## src/rtl/fxp_mean_square_pkg.sv

```systemverilog
`default_nettype none
// ============================================================================
// Module  : fxp_mean_square_pkg
// Brief   : Width helpers and saturation constant for the mean-square stage.
// Revision: 1.0 - initial release
// ============================================================================
package fxp_mean_square_pkg;

    // Saturation limit for the default 9.10 output format.
    localparam longint unsigned OUT_MAX = (64'd1 << (9 + 10 - 1)) - 64'd1;

    function automatic int sq_width(input int w);
        return 2 * w - 1;
    endfunction

    function automatic int acc_width(input int w, input int logn);
        return 2 * w - 1 + logn;
    endfunction

    function automatic int frac_shift(input int wif, input int wof);
        return 2 * wif - wof;
    endfunction

    function automatic longint unsigned out_max(input int woi, input int wof);
        return (64'd1 << (woi + wof - 1)) - 64'd1;
    endfunction

endpackage
`default_nettype wire

```

## src/rtl/pipe_fxp_square.sv

```systemverilog
`default_nettype none
// ============================================================================
// Module  : pipe_fxp_square
// Brief   : Two-stage registered squarer of signed samples (input reg, square).
// Revision: 1.0 - initial release
// ============================================================================
module pipe_fxp_square
    import fxp_mean_square_pkg::*;
#(
    parameter int W = 19
) (
    input  logic                     clk,
    input  logic                     rst,
    input  logic                     clear,
    input  logic                     i_valid,
    input  logic signed [W-1:0]      i_data,
    output logic                     o_valid,
    output logic [sq_width(W)-1:0]   o_sq
);

    localparam int c_SQW = sq_width(W);

    logic signed [W-1:0] r_s1;
    logic                r_s1_valid;
    logic [W-1:0]        w_mag;
    logic [c_SQW-1:0]    w_sq;
    logic [c_SQW-1:0]    r_sq;
    logic                r_sq_valid;

    // Unsigned magnitude keeps -2**(W-1) exact: its square fits in 2W-1 bits.
    assign w_mag = r_s1[W-1] ? (~r_s1 + 1'b1) : r_s1;
    assign w_sq  = c_SQW'(w_mag) * c_SQW'(w_mag);

    always_ff @(posedge clk or negedge rst) begin
        if (!rst) begin
            r_s1       <= '0;
            r_s1_valid <= 1'b0;
            r_sq       <= '0;
            r_sq_valid <= 1'b0;
        end else begin
            r_s1_valid <= i_valid & ~clear;
            if (i_valid) begin
                r_s1 <= i_data;
            end
            r_sq_valid <= r_s1_valid & ~clear;
            r_sq       <= w_sq;
        end
    end

    assign o_valid = r_sq_valid;
    assign o_sq    = r_sq;

endmodule
`default_nettype wire

```

## src/rtl/pipe_fixed_point_mean_square.sv

```systemverilog
`default_nettype none
// ============================================================================
// Module  : pipe_fixed_point_mean_square
// Brief   : Windowed mean square of a signed fixed-point stream, rounded and
//           saturated to WOI.WOF, with a one-cycle result strobe.
// Revision: 1.0 - initial release
// ============================================================================
module pipe_fixed_point_mean_square
    import fxp_mean_square_pkg::*;
#(
    parameter int WII   = 9,
    parameter int WIF   = 10,
    parameter int WOI   = 9,
    parameter int WOF   = 10,
    parameter int LOGN  = 4,
    parameter int ROUND = 1
) (
    input  logic                        clk,
    input  logic                        rst,
    input  logic                        clear,
    input  logic                        in_valid,
    input  logic signed [WII+WIF-1:0]   in,
    output logic                        out_valid,
    output logic [WOI+WOF-1:0]          out,
    output logic                        overflow
);

    localparam int c_W    = WII + WIF;
    localparam int c_SQW  = sq_width(c_W);
    localparam int c_ACCW = acc_width(c_W, LOGN);
    localparam int c_FS   = frac_shift(WIF, WOF);
    localparam int c_SHR  = (c_FS > 0) ? c_FS : 0;
    localparam int c_SHL  = (c_FS < 0) ? -c_FS : 0;
    localparam int c_OW   = WOI + WOF;
    localparam int c_XWA  = c_SQW + 1 + c_SHL;
    localparam int c_XW   = (c_XWA > c_OW) ? c_XWA : c_OW;

    localparam logic [LOGN-1:0] c_CNT_LAST = LOGN'((1 << LOGN) - 1);
    localparam logic [c_XW-1:0] c_OUT_MAX  = c_XW'(out_max(WOI, WOF));
    localparam logic [c_XW-1:0] c_HALF     = (ROUND != 0 && c_SHR > 0)
                                           ? (c_XW'(1) << ((c_SHR > 0) ? c_SHR - 1 : 0))
                                           : '0;

    logic               w_sq_valid;
    logic [c_SQW-1:0]   w_sq;
    logic [c_ACCW-1:0]  w_sum;
    logic [c_ACCW-1:0]  r_acc;
    logic [LOGN-1:0]    r_cnt;
    logic [c_ACCW-1:0]  r_total;
    logic               r_total_valid;
    logic [c_XW-1:0]    w_mean;
    logic [c_XW-1:0]    w_align;
    logic               w_sat;
    logic [c_OW-1:0]    w_res;
    logic               r_out_valid;
    logic [c_OW-1:0]    r_out;
    logic               r_overflow;

    pipe_fxp_square #(
        .W (c_W)
    ) u_square (
        .clk     (clk),
        .rst     (rst),
        .clear   (clear),
        .i_valid (in_valid),
        .i_data  (in),
        .o_valid (w_sq_valid),
        .o_sq    (w_sq)
    );

    assign w_sum = r_acc + c_ACCW'(w_sq);

    // S3: window accumulator; the window's last sample hands the total to S4.
    always_ff @(posedge clk or negedge rst) begin
        if (!rst) begin
            r_acc         <= '0;
            r_cnt         <= '0;
            r_total       <= '0;
            r_total_valid <= 1'b0;
        end else if (clear) begin
            r_acc         <= '0;
            r_cnt         <= '0;
            r_total_valid <= 1'b0;
        end else begin
            r_total_valid <= 1'b0;
            if (w_sq_valid) begin
                if (r_cnt == c_CNT_LAST) begin
                    r_total       <= w_sum;
                    r_total_valid <= 1'b1;
                    r_acc         <= '0;
                    r_cnt         <= '0;
                end else begin
                    r_acc <= w_sum;
                    r_cnt <= r_cnt + 1'b1;
                end
            end
        end
    end

    // Mean always fits in 2W-1 bits, so narrowing after the divide loses nothing.
    assign w_mean  = c_XW'(r_total >> LOGN);
    assign w_align = ((w_mean + c_HALF) >> c_SHR) << c_SHL;
    assign w_sat   = (w_align > c_OUT_MAX);
    assign w_res   = w_sat ? c_OUT_MAX[c_OW-1:0] : w_align[c_OW-1:0];

    always_ff @(posedge clk or negedge rst) begin
        if (!rst) begin
            r_out_valid <= 1'b0;
            r_out       <= '0;
            r_overflow  <= 1'b0;
        end else if (clear) begin
            r_out_valid <= 1'b0;
        end else begin
            r_out_valid <= r_total_valid;
            if (r_total_valid) begin
                r_out      <= w_res;
                r_overflow <= w_sat;
            end
        end
    end

    assign out_valid = r_out_valid;
    assign out       = r_out;
    assign overflow  = r_overflow;

endmodule
`default_nettype wire

```

## config.mk

```make
export PLATFORM = sky130hd
export DESIGN_NAME = pipe_fixed_point_mean_square
export DESIGN_NICKNAME = d
export VERILOG_FILES = /design/src/rtl/fxp_mean_square_pkg.sv /design/src/rtl/pipe_fxp_square.sv /design/src/rtl/pipe_fixed_point_mean_square.sv
export SDC_FILE = /design/constraint.sdc
export NUM_CORES = 1
export LEC_CHECK = 0
export ABC_AREA = 1
export CORE_ASPECT_RATIO = 1.1
export CORE_MARGIN = 4
export CORE_UTILIZATION = 28
export CTS_CLUSTER_SIZE = 25
export DETAILED_ROUTE_END_ITERATION = 10
export PLACE_DENSITY_LB_ADDON = 0.12
export SYNTH_ARGS = -nofsm -noshare
export SYNTH_HDL_FRONTEND = slang
export SYNTH_SLANG_ARGS = --single-unit
```

## constraint.sdc

```tcl
create_clock -name clk -period 15.2 [get_ports clk]
set_input_delay 2.28 -clock clk [delete_from_list [all_inputs] [get_ports clk]]
set_output_delay 2.28 -clock clk [all_outputs]
set_load 0.1 [all_outputs]
```

After elaboration in Yosys (flattened, before gate mapping)
Cells that the tools add are included.
{ "word_totals": {"register_bits": 166, "elab_cells": 37} }
{ "op_classes": {"n_addsub": 4, "n_mul": 1, "order_cmp": 1, "n_eq_ne": 1, "muxes": 12, "bitwise_logic": 4, "reduce_logical": 3} }
{ "op_table": {"columns": ["operator", "count"], "rows": [
  ["$mux 41", 3],
  ["$add 41x37->41", 1],
  ["$add 37x10->38 const B", 1],
  ["$mux 19", 2],
  ["$mul 19x19->37", 1],
  ["$gt 28x18->1 const B", 1],
  ["$add 19x1->19 const B", 1],
  ["$not 19->19", 1],
  ["$mux 4", 3],
  ["$add 4x1->4 const B", 1],
  ["$eq 4x4->1 const B", 1],
  ["$mux 1", 4],
  ["$reduce_and 3->1", 1],
  ["$and 1x1->1", 2],
  ["$reduce_and 2->1", 1],
  ["$reduce_bool 2->1", 1],
  ["$not 1->1", 1]
]} }

Logic depth before layout (Yosys ltp)
{ "logic_depth": {"word_depth": 4, "depth_mapped": 37, "mapped_depth_nobuf": 36} }

Cells and area by module
A second synthesis with hierarchy kept.
{ "hier_totals": {"hier_cells": 2642, "hier_area_um2": 20011.7} }
{ "by_module_without_submodules": {"columns": ["module", "n_inst", "cells_each", "area_per_inst_um2", "seq_area_each_um2"], "rows": [
  ["pipe_fxp_square", 1, 1573, 12963.7, 1426.4],
  ["pipe_fixed_point_mean_square", 1, 1069, 7048.0, 2377.3]
]} }

Least setup slack after synthesis
OpenSTA, ideal clock, no wires.
{ "synth_timing": {"kind": "reg-to-reg", "from": "register u_square.r_s1[0]", "to": "register u_square.r_sq[29], in the netlist u_square.o_sq[29]", "setup_ns": 0.117, "arrival_ns": 6.623, "t_required_ns": 15.083, "slack_ns": 8.460, "stages_incl_launch_ff": 33, "path_buffers": 2, "cell_sequence": "dfrtp_1 inv_1 clkbuf_1 ha_1 nand4_1 nor2_2 nand4_1 nand2_1 xor2_2 inv_2 buf_2 nand2_1 inv_1 fa_1 inv_1 fa_1 inv_1 fa_1 fa_1 fa_1 inv_1 fa_1 inv_1 ha_1 nand2_1 nor2_1 inv_1 nor3_1 nand4_1 nand3b_1 nand2_1 nand3_1 nand2_1"} }
{ "synth_between": {"elab_chain_len": 4} }
{ "synth_rtl": {"columns": ["element", "line", "source"], "rows": [
  ["start: declaration", "pipe_fxp_square.sv:23", "logic signed [W-1:0] r_s1;"],
  ["start signal: assignment", "pipe_fxp_square.sv:43", "r_s1 <= i_data;"],
  ["$not 19->19", "pipe_fxp_square.sv:31", "assign w_mag = r_s1[W-1] ? (~r_s1 + 1'b1) : r_s1;"],
  ["$add 19x1->19", "pipe_fxp_square.sv:31", null],
  ["$mux 19 *", "pipe_fxp_square.sv:31", null],
  ["$mul 19x19->37 *", "pipe_fxp_square.sv:32", "assign w_sq = c_SQW'(w_mag) * c_SQW'(w_mag);"],
  ["named net u_square.w_sq[29]", "pipe_fxp_square.sv:26", "logic [c_SQW-1:0] w_sq;"],
  ["end signal: assignment", "pipe_fxp_square.sv:46", "r_sq <= w_sq;"],
  ["end: declaration", "pipe_fxp_square.sv:27", "logic [c_SQW-1:0] r_sq;"]
]} }
The timed path passes the listed nets; every way through them passes the cells marked *.
A chain may end at the register's enable or synchronous reset.

Worst setup path after layout
{ "layout_timing": {"from": "register u_square.r_s1[0]", "to": "register u_square.r_sq[34], in the netlist u_square.o_sq[34]"} }
Same word-level chain as after synthesis.

==> metrics.txt <==
outcome=finished, final reports clean; area of the multi-input gates=13610 µm²; end of the worst register-to-register path=u_square.o_sq[34]; Worst Setup Path Type=flip-flop to flip-flop; Starting Density=28.26%; final layout net count=3025; cell types occupying the most area after synthesis=sky130_fd_sc_hd__fa_1 (26%), sky130_fd_sc_hd__dfrtp_1 (19%), sky130_fd_sc_hd__nand2_1 (12%); drt total wl=60260 µm; max-slew violation total from the final report=0; RSZ-0062 raised after global routing=false; worst min-delay path category=flip-flop to flip-flop; asr flop ratio synth=100.0%; FMAX=approximately 0.12 GHz; clock tree root buffer cell=sky130_fd_sc_hd__clkbuf_16; CTS sink count=152; share of the synthesized area in the top cell type=between 20% and 30%; Routed WL per cell=17.07 µm; mean instance size in the synthesized netlist=7.644 µm²; Crit Reg-Reg Startpoint=u_square.r_s1[0]; final weighted congestion of routability-driven global placement=around 0.90; number of top-level pins=44; Worst Skew=19.91 ps; global-route wire length before repair=about 97000 µm; post-CTS setup repair buffer count=0; sequential cell area fraction in the yosys report=19.47%; commonest cells after routing, fill and taps aside=sky130_fd_sc_hd__nand2_1 (648), sky130_fd_sc_hd__inv_1 (514), sky130_fd_sc_hd__fa_1 (251); Final Hold Viols=0; final-layout worst hold slack=between 400 and 500 ps; largest net degree at the start of global routing=94; count of routing violations after the opening detailed-route iteration=approximately 730; standard cell with the maximum stage delay on the critical path=sky130_fd_sc_hd__xor2_1; area growth from synthesis to layout=10.57%; Fill cells=7581; insertion delay of the later-clocked pin in the worst-skew pair=roughly 480 ps; routed vias/inst=4.486; diode insertion count for antenna repair=0; total of max-cap violations=0; number of antenna violations at the first check in global routing=0; number of warning messages in the yosys log=0; cell accounting for the most synthesized area=sky130_fd_sc_hd__fa_1; H-tree depth reported by CTS=4; longest individual stage delay on the worst path=between 1000 and 1500 ps; Gate Count Post-Synth=2556; antenna viol nets, final=0; all-layer global routing usage=between 10% and 20%; FF/Latch Area=3804 µm²; number of remaining DRC errors=0; Std-Cell Core Area=69130 µm²; worst-path fanout max=21; accumulated negative setup slack=0 ps; worst setup slack for register-to-register paths=6530 ps; reg2reg path depth=25; Cells on Worst Hold Path=2; post-CTS clock slew at the launch and capture registers of the worst setup and hold paths=about 70 ps; total number of vias=15841; clock tree from TritonCTS=yes; leading cell type in the layout, fill and taps excluded=sky130_fd_sc_hd__nand2_1; Distinct cells, synth=47; first-pass detailed-route iteration total=4; cts hold-fix bufs=0; count of buffer and inverter cells on the critical path=7; worst-margin pin slew=1297 ps; critical path arrival=9030 ps; full die area=74070 µm²; count of final setup violators=0; Port Buf Inserts=43; part of the cycle the worst path needs=57.03%; Worst EP required=between 15000 and 20000 ps; start point of the worst min-delay path=u_square.r_s1_valid; Worst Hold Endpoint=u_square.o_valid; number of gates given a new drive strength after cts=0; clock tree buffer depth=2; EDFF count, synth=0; total number of cells along the worst setup path=25; most frequently used flop master after synthesis=sky130_fd_sc_hd__dfrtp_1; post-synthesis register bit count=152; total half-perimeter wirelength after legalization and detailed placement=between 50000 and 60000 µm; remaining global-route overflow=0; netlist area before placement=between 15000 and 20000 µm²; horizontal extent of the die=259.9 µm; Slew headroom=13.24%; via count of the first global-routing pass=17580; category of cells accounting for the largest share of critical-path delay=adder cells; number of cell rows=101; Die Ht=285.0 µm; share of layout cells above drive strength 1=3.034%; share of the core filled with cells=31.25%; final critical-path required period=8668 ps; element type at the critical path start=flip-flop; CTS buffer count=17; type of element capturing the critical path=flip-flop
-- cells in the mapped netlist, types with 3 or more instances --
library cell / number
sky130_fd_sc_hd__nor3_1: 18
sky130_fd_sc_hd__a22o_1: 3
sky130_fd_sc_hd__xnor2_1: 20
sky130_fd_sc_hd__fa_1: 251
sky130_fd_sc_hd__o21ai_0: 104
sky130_fd_sc_hd__clkbuf_1: 28
sky130_fd_sc_hd__a21o_1: 8
sky130_fd_sc_hd__or2_2: 13
sky130_fd_sc_hd__nand2_1: 648
sky130_fd_sc_hd__nand2_2: 4
sky130_fd_sc_hd__nand4_1: 38
sky130_fd_sc_hd__dfrtp_1: 152
sky130_fd_sc_hd__buf_2: 13
sky130_fd_sc_hd__a21oi_1: 96
sky130_fd_sc_hd__inv_1: 514
sky130_fd_sc_hd__xor2_1: 36
sky130_fd_sc_hd__nand3_1: 116
sky130_fd_sc_hd__a21boi_0: 5
sky130_fd_sc_hd__o21a_1: 10
sky130_fd_sc_hd__clkinv_1: 6
sky130_fd_sc_hd__o21ai_1: 3
sky130_fd_sc_hd__nand3b_1: 16
sky130_fd_sc_hd__nor2_1: 245
sky130_fd_sc_hd__nor2_2: 8
sky130_fd_sc_hd__inv_2: 5
sky130_fd_sc_hd__o21bai_1: 8
sky130_fd_sc_hd__ha_1: 160
-- cell families (layout without fill, tap and decap cells) --
family,count (synthesis),in the layout,share of synthesized area [%]
adder cells (fa/ha/maj),411,411,35.97
AO/OA/AOI/OAI,246,246,6.942
AND/OR/NAND/NOR,1116,1116,23.72
buffers and inverters,571,607,11.13
other,2,14,0.03844
flip-flops,152,152,19.47
XOR/XNOR,58,58,2.735
-- worst reg2reg max path: stages (launching register included) --
cell and delay (ps):
sky130_fd_sc_hd__dfrtp_1 440, sky130_fd_sc_hd__inv_1 590, sky130_fd_sc_hd__ha_1 300, sky130_fd_sc_hd__inv_1 60, sky130_fd_sc_hd__nand2_1 70, sky130_fd_sc_hd__xor2_1 1010, sky130_fd_sc_hd__clkinv_1 630, sky130_fd_sc_hd__nor2_1 380
sky130_fd_sc_hd__inv_1 100, sky130_fd_sc_hd__fa_1 500, sky130_fd_sc_hd__inv_1 50, sky130_fd_sc_hd__fa_1 480, sky130_fd_sc_hd__fa_1 530, sky130_fd_sc_hd__inv_1 60, sky130_fd_sc_hd__fa_1 520, sky130_fd_sc_hd__fa_1 440
sky130_fd_sc_hd__fa_1 540, sky130_fd_sc_hd__inv_1 40, sky130_fd_sc_hd__ha_1 330, sky130_fd_sc_hd__nand2_1 100, sky130_fd_sc_hd__nor2_1 210, sky130_fd_sc_hd__nand2_1 70, sky130_fd_sc_hd__o21ai_0 650, sky130_fd_sc_hd__nand3_1 240
sky130_fd_sc_hd__nand3_1 150, sky130_fd_sc_hd__nand2_1 60
-- routing by layer --
layer / GRT usage, % / share of wire (%)
met5: 0 / 0
met4: 6.639 / 4.0
met3: 2.247 / 2.7
met2: 30.43 / 50
met1: 20.28 / 43
-- worst max path at each step --
stage	start	to	slack [ps]
after floorplan	u_square.r_s1[0]	u_square.o_sq[29]	8460
after global routing	u_square.r_s1[0]	u_square.o_sq[33]	5970
after detailed placement	u_square.r_s1[0]	u_square.o_sq[33]	6490
after global placement	u_square.r_s1[0]	u_square.o_sq[21]	6700
final	u_square.r_s1[0]	u_square.o_sq[34]	6530
after CTS	u_square.r_s1[0]	u_square.o_sq[33]	6470
-- state kept, by name, summed over array words and instances (netlist names) --
signal               cells
out                     19
out_valid                1
overflow                 1
r_acc                   41
r_cnt                    4
r_total                 28
r_total_valid            1
u_square.o_sq           36
u_square.o_valid         1
u_square.r_s1           19
u_square.r_s1_valid      1
-- through the flow --
| step | setup slack (ps) | instance area (µm²) | cells |
|---|---|---|---|
| 2_1_floorplan | 8460 | 19580 | 2568 |
| 3_3_place_gp | 6704 | 21030 | 3499 |
| 3_5_place_dp | 6495 | 21030 | 3499 |
| 4_1_cts | 6471 | 21600 | 3531 |
| 5_1_grt | 5965 | 21600 | 3531 |
| 6_report | 6532 | 21600 | 3531 |
-- layout make-up --
cell class	instances	share of cell area [%]
tap	927	5.369
multi-input combinational	1845	63.01
inverter	525	9.122
clock inverter	11	0.5155
sequential	152	17.61
timing repair buffer	50	2.242
clock buffer	21	2.131
Power is not shown: default switching activity piles up to over one toggle a cycle in this logic, so the estimate is an artifact.
